[src/rtl/x25519_pkg.sv]
// Shared x25519 constants and the result-transmitter state encoding.
// X25519_TX_REDUCE_EN adds the REDUCE state used for the final canonical reduction.
package x25519_pkg;

  localparam int unsigned FIELD_W = 255;
  localparam int unsigned ENC_W   = 256;

  // p = 2^255 - 19 : low byte is 0xED, every other bit set
  localparam logic [FIELD_W-1:0] P_25519 = {{(FIELD_W-5){1'b1}}, 5'b01101};

`ifdef X25519_TX_REDUCE_EN
  typedef enum logic [1:0] {IDLE, REDUCE, SEND} tx_state_e;
`else
  typedef enum logic [0:0] {IDLE, SEND} tx_state_e;
`endif

endpackage

[src/rtl/x25519_result_tx_if.sv]
// Valid/ready beat stream carrying the encoded u-coordinate toward the host side.
interface x25519_result_tx_if #(
  parameter int unsigned OUT_W = 8
) ();

  logic [OUT_W-1:0] m_data;
  logic             m_valid;
  logic             m_last;
  logic             m_ready;

  modport master (output m_data, output m_valid, output m_last, input m_ready);
  modport slave  (input m_data, input m_valid, input m_last, output m_ready);

endinterface

[src/rtl/x25519_final_reduce.sv]
// Combinational canonical reduction: maps [0, 2^255) onto [0, p) with one conditional subtract of p.
module x25519_final_reduce
  import x25519_pkg::*;
(
  input  logic [FIELD_W-1:0] val_i,
  output logic [FIELD_W-1:0] val_c_o
);

  // Inputs are below 2^255 < 2p, so a single subtract is always sufficient
  assign val_c_o = (val_i >= P_25519) ? (val_i - P_25519) : val_i;

endmodule

[src/rtl/x25519_result_tx.sv]
// Captures the scalar multiplier result on a rising done and streams its 256-bit little-endian
// encoding LSB beat first. Define X25519_TX_REDUCE_EN to reduce the value mod p before sending.
module x25519_result_tx
  import x25519_pkg::*;
#(
  parameter int unsigned OUT_W = 8
) (
  input  logic               clk,
  input  logic               rst,
  input  logic [FIELD_W-1:0] x_q,
  input  logic               done,
  x25519_result_tx_if.master m_if,
  output logic               busy,
  output logic               overrun
);

  localparam int unsigned BEATS = ENC_W / OUT_W;
  localparam int unsigned CNT_W = (BEATS > 1) ? $clog2(BEATS) : 1;
  localparam logic [CNT_W-1:0] LAST_BEAT = CNT_W'(BEATS - 1);

  tx_state_e        state_q;
  logic [ENC_W-1:0] shift_q;
  logic [CNT_W-1:0] cnt_q;
  logic             done_q;
  logic             m_valid_q;
  logic             m_last_q;
  logic             busy_q;
  logic             overrun_q;

  logic rise_c;
  assign rise_c = done & ~done_q;

`ifdef X25519_TX_REDUCE_EN
  logic [FIELD_W-1:0] red_c;

  x25519_final_reduce u_reduce (
    .val_i   (shift_q[FIELD_W-1:0]),
    .val_c_o (red_c)
  );
`endif

  // Capture, optional reduce, and beat-by-beat shift-out
  always_ff @(posedge clk) begin
    if (rst) begin
      state_q   <= IDLE;
      shift_q   <= '0;
      cnt_q     <= '0;
      done_q    <= done;
      m_valid_q <= 1'b0;
      m_last_q  <= 1'b0;
      busy_q    <= 1'b0;
      overrun_q <= 1'b0;
    end else begin
      done_q <= done;
      case (state_q)
        IDLE: begin
          if (rise_c) begin
            shift_q  <= {1'b0, x_q};
            cnt_q    <= '0;
            busy_q   <= 1'b1;
            m_last_q <= 1'b0;
`ifdef X25519_TX_REDUCE_EN
            state_q   <= REDUCE;
            m_valid_q <= 1'b0;
`else
            state_q   <= SEND;
            m_valid_q <= 1'b1;
`endif
          end
        end
`ifdef X25519_TX_REDUCE_EN
        REDUCE: begin
          shift_q   <= {1'b0, red_c};
          state_q   <= SEND;
          m_valid_q <= 1'b1;
          m_last_q  <= 1'b0;
          if (rise_c) overrun_q <= 1'b1;
        end
`endif
        SEND: begin
          if (m_if.m_ready) begin
            if (cnt_q == LAST_BEAT) begin
              // A rise on the final handshake starts the next result back-to-back
              if (rise_c) begin
                shift_q  <= {1'b0, x_q};
                cnt_q    <= '0;
                m_last_q <= 1'b0;
`ifdef X25519_TX_REDUCE_EN
                state_q   <= REDUCE;
                m_valid_q <= 1'b0;
`else
                state_q   <= SEND;
                m_valid_q <= 1'b1;
`endif
              end else begin
                shift_q   <= shift_q >> OUT_W;
                cnt_q     <= '0;
                state_q   <= IDLE;
                m_valid_q <= 1'b0;
                m_last_q  <= 1'b0;
                busy_q    <= 1'b0;
              end
            end else begin
              shift_q  <= shift_q >> OUT_W;
              cnt_q    <= cnt_q + CNT_W'(1);
              m_last_q <= ((cnt_q + CNT_W'(1)) == LAST_BEAT);
              if (rise_c) overrun_q <= 1'b1;
            end
          end else if (rise_c) begin
            overrun_q <= 1'b1;
          end
        end
        default: begin
          state_q   <= IDLE;
          m_valid_q <= 1'b0;
          m_last_q  <= 1'b0;
          busy_q    <= 1'b0;
        end
      endcase
    end
  end

  assign m_if.m_data  = shift_q[OUT_W-1:0];
  assign m_if.m_valid = m_valid_q;
  assign m_if.m_last  = m_last_q;
  assign busy         = busy_q;
  assign overrun      = overrun_q;

endmodule
[src/flat_wrapper.sv]
// flat-port wrapper written by rule: the top's interface ports become plain ports
module x25519_result_tx_flat import x25519_pkg::*;
#(
  parameter int unsigned OUT_W = 8
)
  (clk, rst, x_q, done, busy, overrun, m_if_m_data, m_if_m_valid, m_if_m_last, m_if_m_ready);
  x25519_result_tx_if #(.OUT_W(OUT_W)) m_if_i ();
  input  logic clk;
  input  logic rst;
  input  logic [FIELD_W-1:0] x_q;
  input  logic done;
  output logic busy;
  output logic overrun;
  output wire logic [$bits(m_if_i.m_data)-1:0] m_if_m_data;
  output wire logic [$bits(m_if_i.m_valid)-1:0] m_if_m_valid;
  output wire logic [$bits(m_if_i.m_last)-1:0] m_if_m_last;
  input wire logic [$bits(m_if_i.m_ready)-1:0] m_if_m_ready;
  assign m_if_m_data = m_if_i.m_data;
  assign m_if_m_valid = m_if_i.m_valid;
  assign m_if_m_last = m_if_i.m_last;
  assign m_if_i.m_ready = m_if_m_ready;
  x25519_result_tx #(.OUT_W(OUT_W)) u_core (.clk(clk), .rst(rst), .x_q(x_q), .done(done), .m_if(m_if_i), .busy(busy), .overrun(overrun));
endmodule
[config.mk]
export PLATFORM = sky130hd
export DESIGN_NAME = x25519_result_tx_flat
export DESIGN_NICKNAME = d
export VERILOG_FILES = /design/src/rtl/x25519_pkg.sv /design/src/rtl/x25519_result_tx_if.sv /design/src/rtl/x25519_final_reduce.sv /design/src/rtl/x25519_result_tx.sv /design/src/flat_wrapper.sv
export SDC_FILE = /design/constraint.sdc
export NUM_CORES = 1
export LEC_CHECK = 0
export CAP_MARGIN = 20
export CORE_MARGIN = 4
export CORE_UTILIZATION = 45
export CTS_CLUSTER_SIZE = 25
export DETAILED_ROUTE_END_ITERATION = 16
export PLACE_DENSITY = 0.74
export SETUP_SLACK_MARGIN = 0.02
export SLEW_MARGIN = 0
export SYNTH_ARGS = -nofsm -noshare
export SYNTH_HDL_FRONTEND = slang
export SYNTH_SLANG_ARGS = --single-unit
export TNS_END_PERCENT = 20
[constraint.sdc]
create_clock -name clk -period 2.03 [get_ports clk]
set_clock_uncertainty 0.05 [all_clocks]
set_input_delay 0.203 -clock clk [delete_from_list [all_inputs] [get_ports clk]]
set_output_delay 0.203 -clock clk [all_outputs]
set_load 0.01 [all_outputs]
# After elaboration in Yosys (flattened, before gate mapping)
# Index checks and enable logic that the tools add are counted.
# totals
reg_bits	267
in_bits	259
elab_cells	51
# classes
addsub	1
n_eq_ne	7
muxes	28
bitwise	3
n_reduce_logical	4
# ops
op	n
two-way mux 256 bit	2
one-hot mux 256 bit (2 select lines)	1
two-way mux 255 bit	2
two-way mux 1 bit	15
two-way mux 5 bit	3
== test 5 bit (second input constant)	2
one-hot mux 5 bit (2 select lines)	1
inequality test 2 bit (second input constant)	4
one-hot mux 1 bit (2 select lines)	4
adder 5 x 1 -> 5 bit (second input constant)	1
AND reduction 2 bit	2
AND reduction 4 bit	1
AND reduction 3 bit	1
inequality test 2 x 1 -> 1 bit (second input constant)	1
inverter 1 bit	2
bitwise AND 1 bit	1

# Logic depth before layout (Yosys ltp)
# logic_depth
depth_word	6
depth_mapped	8

# Least setup slack after synthesis
# No wires, ideal clock.
# synth_path
path_type	flip-flop to flip-flop
from	reg u_core.cnt_q[0]
to	reg u_core.shift_q[191]
setup_ns	0.086
arrival_ns	1.859
required_ns	1.894
slack_ns	0.036
path_stages_with_launch	9
n_path_buf	2
period_less_slack_ns	1.994
cell_sequence	dfxtp_1 ha_1 and3_1 ha_1 nand3b_1 buf_2 clkbuf_1 a32oi_1 a211oi_1
# synth_between
elab_chain_len	4
# synth_lines
item	line_no	text
from (decl)	x25519_result_tx.sv:23	logic [CNT_W-1:0] cnt_q;
from (signal assigned)	x25519_result_tx.sv:105	cnt_q <= cnt_q + CNT_W'(1);
== test 5 bit	x25519_result_tx.sv:82	if (cnt_q == LAST_BEAT) begin
two-way mux 255 bit	x25519_result_tx.sv:82	
two-way mux 256 bit	x25519_result_tx.sv:81	if (m_if.m_ready) begin
one-hot mux 256 bit (2 select lines)	x25519_result_tx.sv:55	case (state_q)
to (signal assigned)	x25519_result_tx.sv:58	shift_q <= {1'b0, x_q};
to (signal assigned)	x25519_result_tx.sv:85	shift_q <= {1'b0, x_q};
to (signal assigned)	x25519_result_tx.sv:96	shift_q <= shift_q >> OUT_W;
to (decl)	x25519_result_tx.sv:22	logic [ENC_W-1:0] shift_q;
# No other way between the ends. The select of a mux whose other input is x is not followed.
# A chain may end at the register's enable or synchronous reset.

# Worst setup path after layout
# layout_path
from	reg u_core.cnt_q[1]
to	reg u_core.shift_q[84]
# The elaborated chain is that of the path after synthesis.

==> results by group <==
Outcome
  • Status: finished with violations
  • Violations in the final reports: negative setup slack

Pwr
  • Part of the power in combinational logic: 19.3%
  • Internal cell power: 10.0 mW
  • Switching component of the power: 3.78 mW
  • Register share of total power: 43.5%
  • Worst supply voltage drop on vdd: 0.000684 V
  • Sw frac: 27.4%
  • Static power due to leakage: 6.23 nW
  • Power per unit of standard cell area: 747 nW/um^2
  • Share of total power in the clock network: 37.2%

Synth
  • Number of flops mapped to enable cells by yosys: 0
  • Sequential-to-total area share from yosys stat: 39.4%
  • Synthesis Warnings: 0
  • Leading cell types by count after synthesis: sky130_fd_sc_hd__dfxtp_1 (266), sky130_fd_sc_hd__nor3_1 (247), sky130_fd_sc_hd__a211oi_1 (246), sky130_fd_sc_hd__a32oi_1 (246), sky130_fd_sc_hd__o21ai_0 (246)
  • Yosys top cell area share: 39.4%
  • Most used standard cell by instance count after synthesis: sky130_fd_sc_hd__dfxtp_1
  • Synthesized area per cell: 8.52 sq um
  • Mapped Area: 13,500 sq um
  • Syn Nets: 1,847
  • Synthesized netlist cell count: 1,585
  • Top cell type by total area after synthesis: sky130_fd_sc_hd__dfxtp_1
  • Cell types occupying the most area after synthesis: sky130_fd_sc_hd__dfxtp_1 (39%), sky130_fd_sc_hd__a32oi_1 (16%), sky130_fd_sc_hd__a211oi_1 (14%), sky130_fd_sc_hd__nor3_1 (9.2%), sky130_fd_sc_hd__o21ai_0 (9.1%)
  • Total of flip-flops plus latches after synthesis: 266
  • Asr flop ratio synth: 0%
  • Count of distinct cell types in the synthesized netlist: 38
  • Most used flip-flop cell after synthesis: sky130_fd_sc_hd__dfxtp_1

Setup path
  • Data required time of the worst path: 2.40 ns
  • Source of the worst register-to-register timing path: u_core.cnt_q[1]
  • Critical path launch point: u_core.cnt_q[1]
  • Critical Setup Path Class: register to register
  • Minimum setup slack among reg-to-reg paths: -0.002 ns
  • Critical Path Sink Type: register
  • Maximum net fanout on the critical path: 10
  • Startpoint types: register
  • Depth of the most critical reg-to-reg path: 9
  • Worst path arrival time: 2.41 ns
  • Worst r2r dst: u_core.shift_q[84]

Place
  • Count of buffers inserted at the top-level ports: 270
  • Placed insts: 2,093
  • Weighted congestion reported at the end of routability-driven placement: 0.833
  • Half-perimeter wire length after detailed placement: 28,900 um

Worst hold path
  • Type of the tightest min-delay check: input pin to register
  • Number of cells on the worst hold path: 3
  • Critical hold path startpoint: x_q[141]
  • Worst Hold End: u_core.shift_q[141]

STA
  • Total Negative Setup Slacks: -0.00219 ns
  • Period utilisation layout: 100%
  • Number of hold-slack violations in the final timing report: 0
  • Worst rel slew slack: 60.3%
  • Setup repair after global routing missed its margin: true
  • Slew of the pin with the lowest slew margin: 0.596 ns
  • Max-slew violation count: 0
  • Peak Freq: 492 MHz
  • Minimum period implied by the final worst setup slack: 2.03 ns
  • Setup-violating endpoint count in the final report: 1
  • Worst Slack Setup Final: -0.00219 ns

Floorplan
  • Horizontal extent of the die: 181 um
  • Initial Util: 45.5%
  • Placement Rows: 63
  • Die ar.: 32,800 sq um
  • Core Box Area: 29,600 sq um
  • I/O pin count: 271
  • Height of the chip: 181 um

Clocking
  • Clk slew on worst S/H paths: 0.06 ns
  • Skew-Pair Late Insertion Delay: 0.56 ns
  • Clock sink count: 266
  • Number of buffers created by CTS: 29
  • Clock Tree Root: sky130_fd_sc_hd__clkbuf_16
  • Clock tree from TritonCTS: done
  • H-tree levels: 1
  • CTS max path bufs: 3

Job
  • Count of maximum capacitance violations: 0

Routing
  • Total DRC errors in the routed layout: 0
  • Routed vias/inst: 6.71
  • Vias: 14,500
  • Antenna-violating nets left: 0
  • Detailed Routing Iterations Pass 1: 6
  • DRC violation total after the first TritonRoute iteration: 1,707
  • Final routed wire length divided by cell count: 21.4 um
  • Final wirelength: 46,200 um

GRT
  • Initial antenna violation count: 12
  • Overall fraction of global-route tracks in use: 25.7%
  • Maximum number of pins on one net before global-route repair: 125
  • Vias in the first global route: 13,500
  • Leftover overflow at the end of global routing: 0
  • Wire length of the first global-routing pass: 71,700 um

Finish
  • Number of nets at the end of the flow: 2,010
  • Cell Count, Final, Fillers Out: 2,163
  • Syn-to-layout area delta: 36.6%
  • Ratio of cells with drive above 1 in the final layout: 12.3%
## critical path, cell delays in order (launching register included)
cell and delay [ns]:
sky130_fd_sc_hd__dfxtp_2 0.35, sky130_fd_sc_hd__ha_4 0.14, sky130_fd_sc_hd__and3_4 0.19, sky130_fd_sc_hd__ha_4 0.14, sky130_fd_sc_hd__nand3b_1 0.17, sky130_fd_sc_hd__buf_6 0.19, sky130_fd_sc_hd__buf_16 0.15, sky130_fd_sc_hd__clkbuf_16 0.17
sky130_fd_sc_hd__a32oi_1 0.24, sky130_fd_sc_hd__a211oi_1 0.11
## cell type report
class | instances | area (sq um)
sequential | 266 | 5330
multi-input combinational | 1057 | 7210
fill | 2488 | 11200
antenna | 3 | 7.51
inverter | 2 | 12.5
tap | 390 | 488
clock inverter | 6 | 38.8
timing repair buffer | 392 | 4480
clock buffer | 47 | 883
## kinds of logic after synthesis
family / count (synthesis) / share of synthesized area (%)
AOI/OAI and AO/OA: 761 / 39.8
and+or+nand+nor: 291 / 11.0
DFF: 266 / 39.4
buffers and inverters: 262 / 9.31
adders and majority gates: 3 / 0.278
xor gates and xnor gates: 2 / 0.130
## flip-flops by register name, indices dropped and copies added (netlist names)
name and count:
u_core.m_if.m_valid 1, u_core.shift_q 255, u_core.done_q 1, u_core.cnt_q 5, u_core.busy 1, u_core.state_q 1
u_core.overrun 1, u_core.m_if.m_last 1
## through the flow
step / utilization (%) / area [sq um] / setup WS [ns] / power, mW / hold slack [ns]
final: 62.2 / 18400 / -0.00219 / 13.8 / 0.168
after global routing: 62.2 / 18400 / -0.0674 / 14.3 / 0.185
after CTS: 61.2 / 18100 / -0.0364 / 13.7 / 0.154
after detailed placement: 57.2 / 17000 / -0.0599 / 8.64 / 0.407
after global placement: 57.2 / 17000 / -0.0554 / 8.58 / 0.403
after floorplan: - / 13500 / 0.0359 / 7.56 / 0.181
## power by group through the flow
stage	combinational, mW	clock (mW)	sequential, mW
2_1_floorplan	1.58	0	5.98
3_3_place_gp	2.52	0	6.07
3_5_place_dp	2.56	0	6.08
4_1_cts	2.59	5.18	5.97
5_1_grt	2.90	5.39	6.03
6_report	2.66	5.12	5.99
## routing by layer
layer  share of wire [%]  global-route usage (%)  wire [um]
met2                  47                    41.5      21700
met1                  41                    34.1      19200
met4                 2.7                    7.36       1230
met5                0.26                       0        120
met3                 8.7                    6.42       4000
## cells in the final DEF (no fill, tap or decap), types with 2 or more instances in the layout
cell / synthesis / layout
sky130_fd_sc_hd__a31oi_1: 2 / 2
sky130_fd_sc_hd__a211oi_1: 246 / 227
sky130_fd_sc_hd__clkbuf_1: 151 / 9
sky130_fd_sc_hd__buf_16: 0 / 7
sky130_fd_sc_hd__clkinvlp_4: 0 / 2
sky130_fd_sc_hd__ha_4: 0 / 2
sky130_fd_sc_hd__dfxtp_2: 0 / 2
sky130_fd_sc_hd__o21ai_0: 246 / 235
sky130_fd_sc_hd__a32oi_2: 0 / 18
sky130_fd_sc_hd__clkbuf_16: 0 / 31
sky130_fd_sc_hd__a32oi_1: 246 / 228
sky130_fd_sc_hd__buf_12: 0 / 53
sky130_fd_sc_hd__dfxtp_1: 266 / 263
sky130_fd_sc_hd__nor2b_1: 2 / 2
sky130_fd_sc_hd__nand2_1: 4 / 4
sky130_fd_sc_hd__nand3b_1: 2 / 2
sky130_fd_sc_hd__buf_8: 0 / 2
sky130_fd_sc_hd__nand2b_1: 2 / 2
sky130_fd_sc_hd__clkinv_2: 0 / 3
sky130_fd_sc_hd__xor2_1: 2 / 2
sky130_fd_sc_hd__nor3_1: 247 / 247
sky130_fd_sc_hd__buf_4: 8 / 57
sky130_fd_sc_hd__inv_6: 0 / 2
sky130_fd_sc_hd__a211oi_2: 0 / 19
sky130_fd_sc_hd__clkdlybuf4s50_1: 0 / 269
sky130_fd_sc_hd__a21oi_1: 14 / 14
sky130_fd_sc_hd__nand3_1: 24 / 24
sky130_fd_sc_hd__o21ai_1: 1 / 12
sky130_fd_sc_hd__diode_2: 0 / 3
sky130_fd_sc_hd__clkbuf_8: 0 / 10
## repair_timing
item | 4_1_cts | 5_1_grt
cloned | 5 | 2
setup endpoints to repair | 109 | 181
setup buffers | 5 | 2
pin swaps | 14 | 60
hold buffers | 0 | 0
gates resized for setup | 23 | 44
## worst max-delay path by stage
stage                               end  slack (ns)  depth (start not counted)
finish               u_core.shift_q[84]      -0.002                          9
global placement    u_core.shift_q[118]       -0.06                          5
detailed placement  u_core.shift_q[118]       -0.06                          5
CTS                 u_core.shift_q[209]       -0.04                          8
floorplan           u_core.shift_q[191]        0.04                          8
global route        u_core.shift_q[233]       -0.07                          8
(Power assumes the default switching activity.)
